## config.mk

```make
export PLATFORM = sky130hd
export DESIGN_NAME = tap_period_avg
export DESIGN_NICKNAME = d
export VERILOG_FILES = /design/src/rtl/tap_period_avg.sv
export SDC_FILE = /design/constraint.sdc
export NUM_CORES = 1
export LEC_CHECK = 0
export BUFFER_PORTS_ARGS = -buffer_cell sky130_fd_sc_hd__buf_4
export CELL_PAD_IN_SITES_DETAIL_PLACEMENT = 1
export CELL_PAD_IN_SITES_GLOBAL_PLACEMENT = 1
export CORE_AREA = 2 2 80 82
export CTS_CLUSTER_SIZE = 30
export DETAILED_ROUTE_END_ITERATION = 12
export DIE_AREA = 0 0 82 84
export PLACE_DENSITY = 0.74
export SYNTH_ARGS = -nofsm -noshare
export SYNTH_HDL_FRONTEND = slang
export SYNTH_SLANG_ARGS = --single-unit
```

## constraint.sdc

```tcl
create_clock -name clk_i -period 2 [get_ports clk_i]
set_input_delay 0.2 -clock clk_i [delete_from_list [all_inputs] [get_ports clk_i]]
set_output_delay 0.2 -clock clk_i [all_outputs]
set_load 0.01 [all_outputs]
```

## src/rtl/tap_period_avg.sv

```systemverilog
// Tap period meter: counts tp_i pulses between button rises.
// Define TAP_PERIOD_AVG_EN to average the last 2^AVG_LOG2 periods.
module tap_period_avg #(
  parameter int CNT_WIDTH = 16,
  parameter int PER_MAX   = 62600,
  parameter int AVG_LOG2  = 2
) (
  input  logic                 clk_i,
  input  logic                 rst_i,
  input  logic                 tp_i,
  input  logic                 btn_i,
  output logic [CNT_WIDTH-1:0] per_o,
  output logic                 per_valid_o,
  output logic                 timeout_o
);

  localparam int CW = CNT_WIDTH;
  localparam logic [CW-1:0] MAX = CW'(PER_MAX);

  typedef enum logic {
    IDLE,
    ARMED
  } state_t;

  state_t          state, state_n;
  logic [CW-1:0]   cnt, cnt_n;
  logic            btn_old;
  logic            rise;
  logic            pub, to;
  logic            pub_q, to_q;
  logic [CW-1:0]   smp_q;

  assign rise = btn_i & ~btn_old;

  // Next state, next count and publish/timeout requests
  always_comb begin
    state_n = state;
    cnt_n   = cnt;
    pub     = 1'b0;
    to      = 1'b0;
    unique case (state)
      IDLE: begin
        cnt_n = '0;
        if (rise) begin
          state_n = ARMED;
          cnt_n   = CW'(tp_i);
        end
      end
      ARMED: begin
        if (rise) begin
          pub   = (cnt != '0);
          cnt_n = CW'(tp_i);
        end else if (tp_i) begin
          if (cnt == MAX) begin
            to      = 1'b1;
            state_n = IDLE;
            cnt_n   = '0;
          end else begin
            cnt_n = cnt + CW'(1);
          end
        end
      end
      default: begin
        state_n = IDLE;
        cnt_n   = '0;
      end
    endcase
  end

  // Measurement stage: state, counter, edge history, sample capture
  always_ff @(posedge clk_i or posedge rst_i) begin
    if (rst_i) begin
      state   <= IDLE;
      cnt     <= '0;
      btn_old <= 1'b0;
      pub_q   <= 1'b0;
      to_q    <= 1'b0;
      smp_q   <= '0;
    end else begin
      state   <= state_n;
      cnt     <= cnt_n;
      btn_old <= btn_i;
      pub_q   <= pub;
      to_q    <= to;
      if (pub) smp_q <= cnt;
    end
  end

`ifdef TAP_PERIOD_AVG_EN
  localparam int DEPTH = 1 << AVG_LOG2;
  localparam int SW    = CW + AVG_LOG2;

  logic [CW-1:0]       hist [DEPTH];
  logic [SW-1:0]       sum, sum_n;
  logic [AVG_LOG2-1:0] ptr;
  logic                empty;

  // Running sum after admitting the captured sample
  always_comb begin
    sum_n = sum - SW'(hist[ptr]) + SW'(smp_q);
    if (empty) sum_n = SW'(smp_q) << AVG_LOG2;
  end

  // Output stage: history update and averaged period
  always_ff @(posedge clk_i or posedge rst_i) begin
    if (rst_i) begin
      for (int i = 0; i < DEPTH; i++) hist[i] <= '0;
      sum         <= '0;
      ptr         <= '0;
      empty       <= 1'b1;
      per_o       <= '0;
      per_valid_o <= 1'b0;
      timeout_o   <= 1'b0;
    end else begin
      per_valid_o <= pub_q;
      timeout_o   <= to_q;
      if (to_q) begin
        per_o <= '0;
        empty <= 1'b1;
      end else if (pub_q) begin
        sum   <= sum_n;
        per_o <= sum_n[SW-1:AVG_LOG2];
        empty <= 1'b0;
        if (empty) begin
          for (int i = 0; i < DEPTH; i++) hist[i] <= smp_q;
        end else begin
          hist[ptr] <= smp_q;
          ptr       <= ptr + AVG_LOG2'(1);
        end
      end
    end
  end
`else
  // Output stage: raw last period
  always_ff @(posedge clk_i or posedge rst_i) begin
    if (rst_i) begin
      per_o       <= '0;
      per_valid_o <= 1'b0;
      timeout_o   <= 1'b0;
    end else begin
      per_valid_o <= pub_q;
      timeout_o   <= to_q;
      if (to_q)       per_o <= '0;
      else if (pub_q) per_o <= smp_q;
    end
  end
`endif

endmodule

```

==> impl_metrics.py <==
metrics = {
    "clocking": {
        "cts.sinks": 54,
        "cts_tree": "built",
        "clk_path_buf_depth": 2,
        "insertion_delay_ps": 310,
        "cts-root-buf": "clkbuf_8",
        "htreeDepth": 2,
        "numCtsBuffers": 5,
        "clk_pin_slew_ps": 90,
    },
    "layout": {
        "nFillCells": 666,
        "final_core_util_pct": 47.3,
        "diodes": 0,
        "final_common_cell": "dfrtp_1",
        "final_cell_mix": "dfrtp_1, buf_4, nor2_1, mux2i_1, mux2_2",
        "syn_to_final_growth_pct": 18.9,
        "final_area_sq_mm": 0.00289,
        "nets": 252,
        "drive_gt1_share_pct": 30.0,
    },
    "power_and_ir_drop": {
        "swShare_pct": 26.7,
        "pwr-share-clk_pct": 30.5,
        "peakVddDrop_mv": 0.353,
        "p_seq_share_pct": 52.0,
        "p_comb_share_pct": 17.4,
        "leakage_nw": 1.38,
        "power.internal_w": 0.00175,
        "powerDensity_mw_per_mm2": 828,
        "switchingPower_w": 0.000638,
    },
    "sta": {
        "tightest_slew_ps": 581,
        "fin_crit_ps": 1860,
        "slew_headroom_pct": 61.3,
        "rsz0062_at_grt": "no",
        "fmax_mhz": 537,
        "finalSetupViolations": 0,
        "period_share_pct": 93.2,
        "hold_viol_final": 0,
        "fin_worst_skew_ps": 10.3,
        "final-max-slew-violation-count": 0,
    },
    "setup_path": {
        "criticalPathCategory": "flop to flop",
        "worst_setup_path_start_kind": "flop",
        "worstPathMaxFanout": 6,
        "arrival_ps": 2090,
        "cp.required_ps": 2230,
        "end_kind": "flop",
    },
    "run_status": {
        "status": "finished, final reports clean",
    },
    "grt": {
        "grt.overflow.total": 0,
        "grt_max_degree": 24,
        "antenna_found_initial": 0,
        "grt_pass1_wl_um": 9280,
        "grt_pass1_vias": 1864,
        "gr-usage-all-layers_pct": 17.7,
    },
    "hold_path": {
        "hold_class": "input port to flop",
    },
    "drt": {
        "vias": 1739,
        "viasPerCell": 5.37,
        "antenna_left": 0,
        "first_pass_iters": 4,
        "drt_iter0_drc": 47,
        "wl_um": 5610,
        "post_drt_wl_per_cell_um": 17.3,
        "drc": 0,
    },
    "floorplan": {
        "die_x_um": 82,
        "start_util_pct": 39.8,
        "core.rowCount": 29,
        "dieArea_sq_mm": 0.00689,
        "placeableCoreArea_sq_mm": 0.00610,
        "die_h_um": 84,
        "ios": 22,
    },
    "yosys": {
        "ys.flop_type": "dfrtp_1",
        "ys_seq_elements": 54,
        "syn_avg_cell_area_sq_um": 11.6,
        "ys_seq_area_share_pct": 55.7,
        "syn_nets": 215,
        "async_flop_share_pct": 100,
        "synth_cells": 209,
        "ys_types": 39,
        "synth_edf_count": 0,
        "synth_warnings": 0,
        "syn-cell-area_sq_mm": 0.00243,
    },
    "place": {
        "hpwl_um": 4080,
        "numPortBuffers": 21,
        "place_congestion": 0.813,
        "placed_area_sq_mm": 0.00275,
    },
    "flow_run": {
        "maxCapViolCount": 0,
    },
}
-- per-layer routing --
layer	track usage, %	vias to the layer above	share of wire, %
met3	2.49	8	2.4
met2	30.2	29	51
li1	-	820	-
met5	0	-	0
met1	22.7	882	45
met4	5.76	0	1.3
-- cell type report --
type / count / area (sq um) / area share, %
clock buffers: 6 / 72.6 / 2.52
clock inverters: 2 / 37.5 / 1.30
inverters: 6 / 22.5 / 0.781
multi-input cells: 137 / 987 / 34.2
flip-flops and latches: 54 / 1350 / 46.8
well taps: 77 / 96.3 / 3.34
repair buffers: 42 / 318 / 11.0
-- flip-flops by register name (all words and copies together) (netlist names) --
signal / count
cnt: 16
per_o: 16
smp_q: 16
btn_old: 1
per_valid_o: 1
pub_q: 1
state: 1
timeout_o: 1
to_q: 1
-- cell usage after synthesis (2+ instances only) --
library cell  number  share of area, %
o31ai_1            6               1.9
o2111ai_1          2              0.72
o21ai_0            3              0.62
mux2i_1           17               7.0
xor2_1             4               1.4
o211ai_1           2              0.62
or4_1              5               1.5
mux2_2            16               7.4
nor3_1             3              0.62
nand4_1            7               1.8
inv_1              6              0.93
and4_1             2              0.72
nand2b_1           3              0.77
nor4_1             3              0.77
dfrtp_1           54                56
buf_1              2              0.31
ha_1               2               1.0
buf_2              3              0.62
a21oi_1           10               2.1
buf_6              4               1.9
nand2_1            9               1.4
nand3_1            5               1.0
nor2_1            23               3.6
clkbuf_1           3              0.46
-- worst paths after layout --
check | start | endpoint | slack [ps] | cells past startpoint
min reg2reg | smp_q[7] | smp_q[7] | 520 | 1
min | btn_i | btn_old | 10 | 1
max | btn_old | cnt[10] | 140 | 5
max in group asynchronous | rst_i | cnt[13] | 930 | 4
max reg2reg | btn_old | cnt[10] | 140 | 5
min in group asynchronous | rst_i | per_o[7] | 460 | 3
-- what timing repair did --
item / 4_1_cts / 5_1_grt
endpoints found under the hold margin: 21 / 0
hold buffers: 1 / 0
gates resized for setup: 2 / 0
setup endpoints to repair: 16 / 0
buffers inserted: 0 / 0
-- logic make-up (layout without fill, tap and decap cells) --
logic type / count (synthesis) / count (layout) / share of synthesized area (%)
mux: 33 / 33 / 14.4
buf+inv: 18 / 56 / 4.18
xor+xnor: 4 / 4 / 1.44
simple gates: 71 / 71 / 16.1
fa+ha+maj: 2 / 2 / 1.03
flops: 54 / 54 / 55.7
compound gates: 27 / 27 / 7.12
-- critical path, stage by stage, from the launching register on --
cell and delay (ps):
dfrtp_1 380, nor2b_1 370, o21ai_1 240, buf_4 200
or4_1 410, a21oi_1 190
-- power groups by stage --
stage / combinational (W) / clock [W] / sequential (W)
6_report: 0.000417 / 0.000729 / 0.00124
4_1_cts: 0.000420 / 0.000753 / 0.00124
2_1_floorplan: 0.000246 / 0 / 0.00126
5_1_grt: 0.000453 / 0.000794 / 0.00126
3_3_place_gp: 0.000387 / 0 / 0.00126
3_5_place_dp: 0.000411 / 0 / 0.00127
-- through the flow --
stage | hold slack (ps) | TNS [ps] | setup slack (ps) | total power, W | instances
after floorplan | 231 | 0 | 90.2 | 0.00151 | 209
after global placement | 249 | 0 | 169 | 0.00165 | 315
after detailed placement | 252 | -297 | -33.1 | 0.00168 | 315
after CTS | 2.42 | 0 | 127 | 0.00242 | 324
after global routing | 1.46 | 0 | 10.2 | 0.00250 | 324
final | 10.1 | 0 | 136 | 0.00239 | 324
Power figures use the tool's default switching activity.
